$ cat config.mk
export PLATFORM = sky130hd
export DESIGN_NAME = rf_writeback_scheduler_flat
export DESIGN_NICKNAME = d
export VERILOG_FILES = /design/src/rtl/rf_writeback_scheduler_if.sv /design/src/rtl/rf_writeback_scheduler.sv /design/src/flat_wrapper.sv
export SDC_FILE = /design/constraint.sdc
export NUM_CORES = 1
export LEC_CHECK = 0
export ABC_AREA = 1
export CORE_ASPECT_RATIO = 0.6
export CORE_MARGIN = 8
export CORE_UTILIZATION = 46
export CTS_CLUSTER_SIZE = 40
export DETAILED_ROUTE_END_ITERATION = 16
export PLACE_DENSITY = 0.86
export RECOVER_POWER = 25
export SLEW_MARGIN = 15
export SYNTH_ARGS = -nofsm -noshare
export SYNTH_HDL_FRONTEND = slang
export SYNTH_SLANG_ARGS = --single-unit
$ cat constraint.sdc
create_clock -name Clk -period 2.1 [get_ports Clk]
set_input_delay 0.42 -clock Clk [delete_from_list [all_inputs] [get_ports Clk]]
set_output_delay 0.42 -clock Clk [all_outputs]
set_load 0.01 [all_outputs]
$ cat src/rtl/rf_writeback_scheduler_if.sv
// Writeback scheduler bus: issue port, two writeback requesters with
// valid/ready, read-hazard query and the register file write port.
//   master : issue/writeback/read-address side (drives requests)
//   slave  : the scheduler (drives Ready, Rd_Stall, Awr/Din/WrEn, Busy)
interface rf_writeback_scheduler_if #(
    parameter int NUM_REGS = 32,
    parameter int ADDR_W   = 5,
    parameter int DATA_W   = 32
);
    logic                Iss_Valid;
    logic [ADDR_W-1:0]   Iss_Addr;
    logic                Req0_Valid;
    logic [ADDR_W-1:0]   Req0_Addr;
    logic [DATA_W-1:0]   Req0_Data;
    logic                Req0_Ready;
    logic                Req1_Valid;
    logic [ADDR_W-1:0]   Req1_Addr;
    logic [DATA_W-1:0]   Req1_Data;
    logic                Req1_Ready;
    logic [ADDR_W-1:0]   Rd_Adr1;
    logic [ADDR_W-1:0]   Rd_Adr2;
    logic                Rd_Stall;
    logic [ADDR_W-1:0]   Awr;
    logic [DATA_W-1:0]   Din;
    logic                WrEn;
    logic [NUM_REGS-1:0] Busy;

    modport master (
        output Iss_Valid, Iss_Addr,
        output Req0_Valid, Req0_Addr, Req0_Data,
        input  Req0_Ready,
        output Req1_Valid, Req1_Addr, Req1_Data,
        input  Req1_Ready,
        output Rd_Adr1, Rd_Adr2,
        input  Rd_Stall,
        input  Awr, Din, WrEn, Busy
    );

    modport slave (
        input  Iss_Valid, Iss_Addr,
        input  Req0_Valid, Req0_Addr, Req0_Data,
        output Req0_Ready,
        input  Req1_Valid, Req1_Addr, Req1_Data,
        output Req1_Ready,
        input  Rd_Adr1, Rd_Adr2,
        output Rd_Stall,
        output Awr, Din, WrEn, Busy
    );
endinterface

$ cat src/rtl/rf_writeback_scheduler.sv
// Register file writeback scheduler.
// Shares the single RF write port between ALU writeback (Req0) and memory
// load writeback (Req1) with round-robin arbitration, drives a registered
// write port (Awr/Din/WrEn), and keeps a pending-write scoreboard (Busy)
// that produces the read-hazard stall.
//   Clk     : clock, rising edge
//   Reset_n : asynchronous active-low reset
//   wb      : scheduler side of rf_writeback_scheduler_if
module rf_writeback_scheduler #(
    parameter int NUM_REGS = 32,
    parameter int ADDR_W   = 5,
    parameter int DATA_W   = 32
) (
    input  logic                    Clk,
    input  logic                    Reset_n,
    rf_writeback_scheduler_if.slave wb
);

    // 1 when Req1 won the last accepted transfer, so Req0 has priority next.
    // Reset value 1 gives Req0 priority on the first contention.
    logic              last_gnt1_q;
    logic              gnt0, gnt1, xfer;
    logic [ADDR_W-1:0] sel_addr;
    logic [DATA_W-1:0] sel_data;

    logic [ADDR_W-1:0]   awr_q;
    logic [DATA_W-1:0]   din_q;
    logic                wren_q;
    logic [NUM_REGS-1:0] busy_q;

    // Grants are gated by Reset_n so no Ready is seen while held in reset.
    always_comb begin
        gnt0 = Reset_n && wb.Req0_Valid && (!wb.Req1_Valid ||  last_gnt1_q);
        gnt1 = Reset_n && wb.Req1_Valid && (!wb.Req0_Valid || !last_gnt1_q);
        xfer = gnt0 || gnt1;
        sel_addr = gnt1 ? wb.Req1_Addr : wb.Req0_Addr;
        sel_data = gnt1 ? wb.Req1_Data : wb.Req0_Data;
    end

    always_ff @(posedge Clk or negedge Reset_n) begin
        if (!Reset_n)
            last_gnt1_q <= 1'b1;
        else if (xfer)
            last_gnt1_q <= gnt1;
    end

    // Address and data hold when idle; only the enable pulses.
    always_ff @(posedge Clk or negedge Reset_n) begin
        if (!Reset_n) begin
            awr_q  <= '0;
            din_q  <= '0;
            wren_q <= 1'b0;
        end else begin
            wren_q <= xfer && (sel_addr != '0);
            if (xfer) begin
                awr_q <= sel_addr;
                din_q <= sel_data;
            end
        end
    end

    // Scoreboard. A bit clears on the edge the RF captures the write
    // (WrEn high), so the value is readable the following cycle. A fresh
    // issue to the same register on that edge keeps the bit set.
    for (genvar i = 0; i < NUM_REGS; i++) begin : g_sb
        if (i == 0) begin : g_zero
            always_comb busy_q[i] = 1'b0;
        end else begin : g_reg
            logic set_hit, clr_hit;
            assign set_hit = wb.Iss_Valid && (wb.Iss_Addr == ADDR_W'(i));
            assign clr_hit = wren_q && (awr_q == ADDR_W'(i));
            always_ff @(posedge Clk or negedge Reset_n) begin
                if (!Reset_n)
                    busy_q[i] <= 1'b0;
                else if (set_hit)
                    busy_q[i] <= 1'b1;
                else if (clr_hit)
                    busy_q[i] <= 1'b0;
            end
        end
    end

    assign wb.Req0_Ready = gnt0;
    assign wb.Req1_Ready = gnt1;
    assign wb.Awr        = awr_q;
    assign wb.Din        = din_q;
    assign wb.WrEn       = wren_q;
    assign wb.Busy       = busy_q;
    // busy_q[0] is constant 0, so address 0 never stalls.
    assign wb.Rd_Stall   = busy_q[wb.Rd_Adr1] || busy_q[wb.Rd_Adr2];

endmodule

$ cat src/flat_wrapper.sv
// flat-port wrapper written by rule: the top's interface ports become plain ports
module rf_writeback_scheduler_flat 
#(
    parameter int NUM_REGS = 32,
    parameter int ADDR_W   = 5,
    parameter int DATA_W   = 32
)
  (Clk, Reset_n, wb_Iss_Valid, wb_Iss_Addr, wb_Req0_Valid, wb_Req0_Addr, wb_Req0_Data, wb_Req0_Ready, wb_Req1_Valid, wb_Req1_Addr, wb_Req1_Data, wb_Req1_Ready, wb_Rd_Adr1, wb_Rd_Adr2, wb_Rd_Stall, wb_Awr, wb_Din, wb_WrEn, wb_Busy);
  rf_writeback_scheduler_if #(.NUM_REGS(NUM_REGS), .ADDR_W(ADDR_W), .DATA_W(DATA_W)) wb_i ();
  input  logic Clk;
  input  logic Reset_n;
  input wire logic [$bits(wb_i.Iss_Valid)-1:0] wb_Iss_Valid;
  input wire logic [$bits(wb_i.Iss_Addr)-1:0] wb_Iss_Addr;
  input wire logic [$bits(wb_i.Req0_Valid)-1:0] wb_Req0_Valid;
  input wire logic [$bits(wb_i.Req0_Addr)-1:0] wb_Req0_Addr;
  input wire logic [$bits(wb_i.Req0_Data)-1:0] wb_Req0_Data;
  output wire logic [$bits(wb_i.Req0_Ready)-1:0] wb_Req0_Ready;
  input wire logic [$bits(wb_i.Req1_Valid)-1:0] wb_Req1_Valid;
  input wire logic [$bits(wb_i.Req1_Addr)-1:0] wb_Req1_Addr;
  input wire logic [$bits(wb_i.Req1_Data)-1:0] wb_Req1_Data;
  output wire logic [$bits(wb_i.Req1_Ready)-1:0] wb_Req1_Ready;
  input wire logic [$bits(wb_i.Rd_Adr1)-1:0] wb_Rd_Adr1;
  input wire logic [$bits(wb_i.Rd_Adr2)-1:0] wb_Rd_Adr2;
  output wire logic [$bits(wb_i.Rd_Stall)-1:0] wb_Rd_Stall;
  output wire logic [$bits(wb_i.Awr)-1:0] wb_Awr;
  output wire logic [$bits(wb_i.Din)-1:0] wb_Din;
  output wire logic [$bits(wb_i.WrEn)-1:0] wb_WrEn;
  output wire logic [$bits(wb_i.Busy)-1:0] wb_Busy;
  assign wb_i.Iss_Valid = wb_Iss_Valid;
  assign wb_i.Iss_Addr = wb_Iss_Addr;
  assign wb_i.Req0_Valid = wb_Req0_Valid;
  assign wb_i.Req0_Addr = wb_Req0_Addr;
  assign wb_i.Req0_Data = wb_Req0_Data;
  assign wb_Req0_Ready = wb_i.Req0_Ready;
  assign wb_i.Req1_Valid = wb_Req1_Valid;
  assign wb_i.Req1_Addr = wb_Req1_Addr;
  assign wb_i.Req1_Data = wb_Req1_Data;
  assign wb_Req1_Ready = wb_i.Req1_Ready;
  assign wb_i.Rd_Adr1 = wb_Rd_Adr1;
  assign wb_i.Rd_Adr2 = wb_Rd_Adr2;
  assign wb_Rd_Stall = wb_i.Rd_Stall;
  assign wb_Awr = wb_i.Awr;
  assign wb_Din = wb_i.Din;
  assign wb_WrEn = wb_i.WrEn;
  assign wb_Busy = wb_i.Busy;
  rf_writeback_scheduler #(.NUM_REGS(NUM_REGS), .ADDR_W(ADDR_W), .DATA_W(DATA_W)) u_core (.Clk(Clk), .Reset_n(Reset_n), .wb(wb_i));
endmodule
==> results of run 1 <==
-- synthesized netlist by cell type, drive strengths merged --
cell type  number
buf            15
o21ai          73
nor2           66
conb            1
inv            50
o211ai          1
or2             7
nand2         195
a21oi          33
clkbuf         12
a32o            1
dfstp           1
clkinv          2
nand4           1
dfrtp          69
nand3          53
-- registers in the layout, summed over array words and instances (netlist names) --
| signal | flops |
|---|---|
| u_core.wb.Awr | 5 |
| u_core.last_gnt1_q | 1 |
| u_core.wb.Din | 32 |
| u_core.wb.WrEn | 1 |
| u_core.wb.Busy | 31 |
-- how the worst max path moves through the flow --
stage	to	slack, ns	cells past startpoint
after floorplan	wb_Rd_Stall	0.37	11
after global placement	wb_Rd_Stall	-0.51	11
after detailed placement	wb_Rd_Stall	-0.53	11
after CTS	wb_Rd_Stall	-0.06	10
after global routing	wb_Rd_Stall	0.02	12
final	wb_Rd_Stall	0.11	12
-- cell families after synthesis --
| logic type | count (synthesis) |
|---|---|
| AND/OR/NAND/NOR | 322 |
| AO/OA/AOI/OAI | 108 |
| buffers and inverters | 79 |
| flip-flops | 70 |
| other | 1 |
-- per-layer routing --
layer  wire length (µm)  global-route usage, %  up-vias
met5                  0                      0        -
met2               6360                   36.8      311
met1               6170                   33.3     2117
met3               1660                   6.53       24
met4                260                   8.92        0
li1                   -                      -     2188
-- per-stage QoR --
stage,power (mW),worst slack (ns),hold WS [ns],instances,setup TNS (ns)
after floorplan,2.98,0.371,0.124,580,0
after global placement,4.33,-0.509,0.419,851,-0.587
after detailed placement,4.39,-0.528,0.425,851,-0.643
after CTS,6.01,-0.0640,0.0770,867,-0.0640
after global routing,6.37,0.0241,0.184,868,0
final,6.01,0.113,0.187,868,0
-- power groups by stage --
stage               Combinational (mW)  Clock [mW]  Sequential, mW
finish                            2.22        1.61            2.19
global route                      2.44        1.69            2.24
CTS                               2.22        1.63            2.17
detailed placement                2.21           0            2.19
global placement                  2.16           0            2.17
floorplan                        0.759           0            2.22
-- worst register-to-register path, stage by stage (launching register included) --
cell and delay [ns]:
dfstp_2 0.53, nand2_1 0.05, nand2_1 0.08, inv_1 0.07, buf_4 0.21, o21ai_0 0.31
nand3_1 0.12, nor2_1 0.10, nor2_1 0.05
-- timing repair --
item | in CTS | in global routing
hold buffers | 0 | 0
cloned | 0 | 1
pin swaps | 0 | 1
gates resized for setup | 13 | 10
setup endpoints to repair | 3 | 1
-- final cells by class --
type	instances	share of cell area [%]
inverters	52	3.24
well taps	112	2.29
clock inverters	4	1.15
repair buffers	187	30.1
clock buffers	12	4.04
multi-input cells	431	30.5
flip-flops and latches	70	28.7
==> implementation parameters, run 1 <==
Parameter                              Value

Outcome
  Result of the run ... complete, no violations

Setup path
  Critical path class ... input port to output port
  CP Data Arrival Time ... 1.57 ns
  Reg2Reg Launch Point ... u_core.last_gnt1_q
  Family of cells with the greatest summed delay on the critical path ... buffers and inverters
  Cell-by-cell trace of the critical path ... clkdlybuf4s15_1 -> inv_2 -> buf_12 -> nand2_1 -> nand3_1 -> nand3_1 -> nand2_1 -> nand2_1 -> nand3_1 -> nand2_1 -> nand2_1 -> buf_2
  Cell with the most instances on the worst path ... nand2_1
  Endpoint of the most critical register-to-register path ... u_core.wb.WrEn
  Critical-path top delay cell ... clkdlybuf4s15_1
  Worst endpoint required time ... 1.68 ns
  Type of element launching the critical path ... input port
  Logic depth of the worst register-to-register path ... 8
  Minimum setup slack among reg-to-reg paths ... 0.47 ns
  Worst Setup SP ... wb_Rd_Adr2[0]
  Kind of end point of the critical path ... output port
  Sum of buffers and inverters on the critical path ... 4
  Largest incremental delay on the critical path ... 0.21 ns
  Maximum fanout along the worst path ... 8

STA
  Max-slew headroom at the worst pin ... 1.19%
  F_max ... 0.503 GHz
  Setup repair after global routing missed its margin ... false
  Maximum clock skew at final layout ... 0.00537 ns
  Final number of max-transition violations ... 0
  Post-layout minimum cycle time ... 1.99 ns
  Transition time of the tightest slew-check pin ... 1.48 ns
  Post-route clock period utilization ... 94.6%
  Final setup vio count ... 0
  Final Hold Violating Endpoints ... 0

Layout
  Most common cell after layout, fill and taps aside ... nand2_1
  Area growth from synthesis to final layout ... 55.6%
  Layout cells sized above 1 ... 6.61%
  Highest-count cells in the layout ignoring fill and taps ... 195 x nand2_1, 155 x clkdlybuf4s50_1, 69 x dfrtp_1, 65 x o21ai_0, 64 x nor2_1
  Multi-input gate area in the final layout ... 1860 µm²
  Final core area utilization ... 72.8%
  Layout Cell Area excl Fill ... 6110 µm²
  Area occupied by registers ... 1750 µm²
  Nets ... 845
  Filler Cell Count ... 665
  ANT cells ... 0

Global routing
  Total overflow reported by the global router ... 0
  First-pass GRT wire length ... 23000 µm
  Number of antenna violations at the first check in global routing ... 0
  Largest net degree at the start of global routing ... 70
  Vias in the first global route ... 4450
  Total global routing track utilization ... 24.5%

Min path
  Path category of the worst min-delay check ... input port to async pin

Run
  Max Cap Viol ... 0

Logic synthesis
  Area share of the largest cell type after synthesis ... 44.0%
  Proportion of synthesized area in mux cells ... 0%
  Post-synthesis xor/xnor area fraction ... 0%
  Synth Area in Compound Gates ... 14.1%
  Sequential fraction of the synthesis area ... 44.7%
  Post-Synth Adder-Cell Area ... 0%
  Cell taking the most area after synthesis ... dfrtp_1
  Avg Inst Size Synth ... 6.77 µm²
  Number of standard cells after synthesis ... 580
  Combinational family with the most area after synthesis ... simple AND/OR/NAND/NOR gates
  Cell types with the largest area share after synthesis ... dfrtp_1 44%, nand2_1 19%, o21ai_0 8.3%
  Number of nets produced by synthesis ... 674
  Number of distinct standard cells referenced by the synthesized netlist ... 21
  Flop and latch count out of synthesis ... 70
  Cell area after technology mapping ... 3920 µm²
  Synth warnings ... 0
  Synth Area in Simple Gates ... 33.0%

Die
  Area of the die ... 11800 µm²
  I/O Pins ... 167
  Floorplan die width ... 135 µm
  Core ar. ... 8390 µm²
  Chip height ... 87.5 µm
  Initial Utilization ... 46.8%
  Number of rows created at floorplan ... 26

Placed design
  Input/output buffers ... 165
  Placed wire-length estimate ... 11200 µm
  Area after DPL ... 5760 µm²
  Weighted congestion reported at the end of routability-driven placement ... 0.930

Detailed routing
  Via Count ... 4640
  Routed length per instance ... 16.6 µm
  Count of unresolved DRC violations after routing ... 0
  Iter 0 DRT Violations ... 476
  Antenna Violating Nets Remaining ... 0
  Number of iterations in the first detailed-routing pass ... 5
  Via count normalized by instance count ... 5.35
  Final Routed Wirelength ... 14400 µm

Pwr
  Max rail drop VDD ... 0.000537 V
  Internal power contribution ... 3.95 mW
  Sequential power share ... 36.4%
  Static Leak ... 2.82 nW
  Power Dens Cells ... 985 nW/µm²
  Part of the power in the clock network ... 26.8%
  Relative contribution of combinational cells to total power ... 36.9%
  Switching fraction of total power ... 34.3%
  P_sw ... 2.06 mW

Clocking
  CTS H-Tree Depth ... 3
  Post CTS Setup Buffer Count ... 0
  Deepest clock path buffer count ... 2
  Clock-pin transition on the worst setup and hold timing paths ... 0.05 ns
  Master cell of the clock root buffer ... clkbuf_16
  CTS tree ... yes
  Clock sink count ... 70
  Latest clock arrival within the worst-skew pair ... 0.33 ns
  Number of buffers created by CTS ... 9
Power figures use the tool's default switching activity.
==> inputs of run 2 (changes only) <==
Settings changed: CORE_MARGIN 8 to 4, RECOVER_POWER 25 to 100.
==> implementation parameters, run 2 (synthesis results as in run 1) <==
Parameter                              Value

Global routing
  Total global routing track utilization ... 29.3%
  First-pass GRT wire length ... 23100 µm
  Number of antenna violations at the first check in global routing ... 0
  Largest net degree at the start of global routing ... 69
  Vias in the first global route ... 4425
  Total overflow reported by the global router ... 0

Setup path
  Worst Setup SP ... wb_Rd_Adr2[0]
  Minimum setup slack among reg-to-reg paths ... 0.25 ns
  Endpoint of the most critical register-to-register path ... u_core.wb.Din[10]
  Timing endpoint of the critical path ... wb_Rd_Stall
  Reg2Reg Launch Point ... u_core.last_gnt1_q
  Critical path class ... input port to output port
  Kind of end point of the critical path ... output port
  Maximum fanout along the worst path ... 8
  CP Data Arrival Time ... 1.61 ns
  Type of element launching the critical path ... input port
  Logic depth of the worst register-to-register path ... 5
  Worst endpoint required time ... 1.68 ns

Clocking
  Post CTS Setup Buffer Count ... 0
  Clock-pin transition on the worst setup and hold timing paths ... 0.05 ns
  CTS H-Tree Depth ... 3
  Latest clock arrival within the worst-skew pair ... 0.34 ns
  Number of buffers created by CTS ... 9
  CTS tree ... yes
  Clock sink count ... 70
  Deepest clock path buffer count ... 2
  Master cell of the clock root buffer ... clkbuf_16

Min path
  Path category of the worst min-delay check ... input port to async pin

Die
  Number of rows created at floorplan ... 25
  Floorplan die width ... 127 µm
  Area of the die ... 10100 µm²
  I/O Pins ... 167
  Core ar. ... 8070 µm²
  Chip height ... 79.5 µm
  Initial Utilization ... 48.6%

Placed design
  Placed wire-length estimate ... 10900 µm
  Input/output buffers ... 165
  Placed cells ... 846
  Pre-CTS WS ... -0.590 ns
  Area after DPL ... 5740 µm²
  Weighted congestion reported at the end of routability-driven placement ... 1.01

Run
  Max Cap Viol ... 0

Detailed routing
  Final Routed Wirelength ... 14700 µm
  Number of iterations in the first detailed-routing pass ... 5
  Via count normalized by instance count ... 5.37
  Via Count ... 4646
  Count of unresolved DRC violations after routing ... 0
  Antenna Violating Nets Remaining ... 0
  Routed length per instance ... 16.9 µm
  Iter 0 DRT Violations ... 555

Pwr
  Internal power contribution ... 3.54 mW
  P_sw ... 2.04 mW
  Static Leak ... 2.78 nW
  Relative contribution of combinational cells to total power ... 37.4%
  Power Dens Cells ... 923 nW/µm²
  Post-layout total power ... 5.58 mW
  Sequential power share ... 38.6%
  Max rail drop VDD ... 0.000655 V
  Switching fraction of total power ... 36.6%
  Part of the power in the clock network ... 24.0%

STA
  Post-route clock period utilization ... 96.5%
  Final number of max-transition violations ... 0
  Worst Setup Slack, final ... 0.0735 ns
  Post-layout minimum cycle time ... 2.03 ns
  Max-slew headroom at the worst pin ... 38.8%
  Maximum clock skew at final layout ... 0.00851 ns
  Transition time of the tightest slew-check pin ... 0.918 ns
  Final Hold Violating Endpoints ... 0
  Sum of negative setup slack ... 0 ns
  Setup repair after global routing missed its margin ... false
  Final setup vio count ... 0
  Worst hold margin ... 0.228 ns
  F_max ... 0.493 GHz

Layout
  Layout Cells excl Fill ... 865
  Nets ... 846
  ANT cells ... 0
  Final core area utilization ... 75.0%
  Max FFs per register ... 32
  Area growth from synthesis to final layout ... 54.2%
  Highest-count cells in the layout ignoring fill and taps ... 195 x nand2_1, 83 x clkdlybuf4s50_1, 73 x dlygate4sd3_1, 70 x o21ai_0, 69 x dfrtp_1
  Layout cells sized above 1 ... 6.21%
  Layout Cell Area excl Fill ... 6050 µm²
  Most common cell after layout, fill and taps aside ... nand2_1

Outcome
  Result of the run ... complete, no violations
[run 2: worst min path at each step]
stage | start | to
global placement | Reset_n | u_core.wb.Din[28]
global route | Reset_n | u_core.last_gnt1_q
CTS | Reset_n | u_core.last_gnt1_q
detailed placement | Reset_n | u_core.wb.Din[28]
finish | Reset_n | u_core.last_gnt1_q
floorplan | Reset_n | u_core.wb.Awr[0]
[run 2: cell type report]
| cell class | instances | area [µm²] |
|---|---|---|
| Timing Repair Buffer | 188 | 1840 |
| Multi-Input combinational cell | 431 | 1870 |
| Tap cell | 108 | 135 |
| Inverter | 52 | 195 |
| Sequential cell | 70 | 1750 |
| Fill cell | 602 | 2020 |
| Clock buffer | 13 | 240 |
| Clock inverter | 3 | 15.0 |
[run 2: routing by layer]
layer  track usage, %  wire (µm)  vias up
met1             39.4       6310     2157
met5                0          0        -
met3             10.1       1750       26
met4             8.57        231        0
met2             44.8       6360      272
li1                 -          -     2191
[run 2: power groups by stage]
| stage | Combinational [mW] | Sequential (mW) | Clock (mW) |
|---|---|---|---|
| 6_report | 2.09 | 2.15 | 1.34 |
| 3_5_place_dp | 2.20 | 2.17 | 0 |
| 4_1_cts | 2.22 | 2.16 | 1.35 |
| 2_1_floorplan | 0.759 | 2.22 | 0 |
| 3_3_place_gp | 2.15 | 2.15 | 0 |
| 5_1_grt | 2.32 | 2.20 | 1.43 |
[run 2: critical path, cell delays in order]
cell and delay, ns:
dlygate4sd2_1 0.27, inv_2 0.13, buf_12 0.14, nand2_1 0.06, nand3_1 0.08, nand3_1 0.08
nand2_1 0.08, nand2_1 0.05, nand3_1 0.08, nand2_1 0.05, nand2_1 0.05, buf_2 0.12
[run 2: what timing repair did]
| action | in CTS | in global routing |
|---|---|---|
| setup endpoints to repair | 3 | 1 |
| hold buffers | 1 | 0 |
| endpoints found under the hold margin | 1 | 0 |
| gates resized for setup | 21 | 7 |
| cloned | 1 | 1 |
| pin swaps | 0 | 0 |
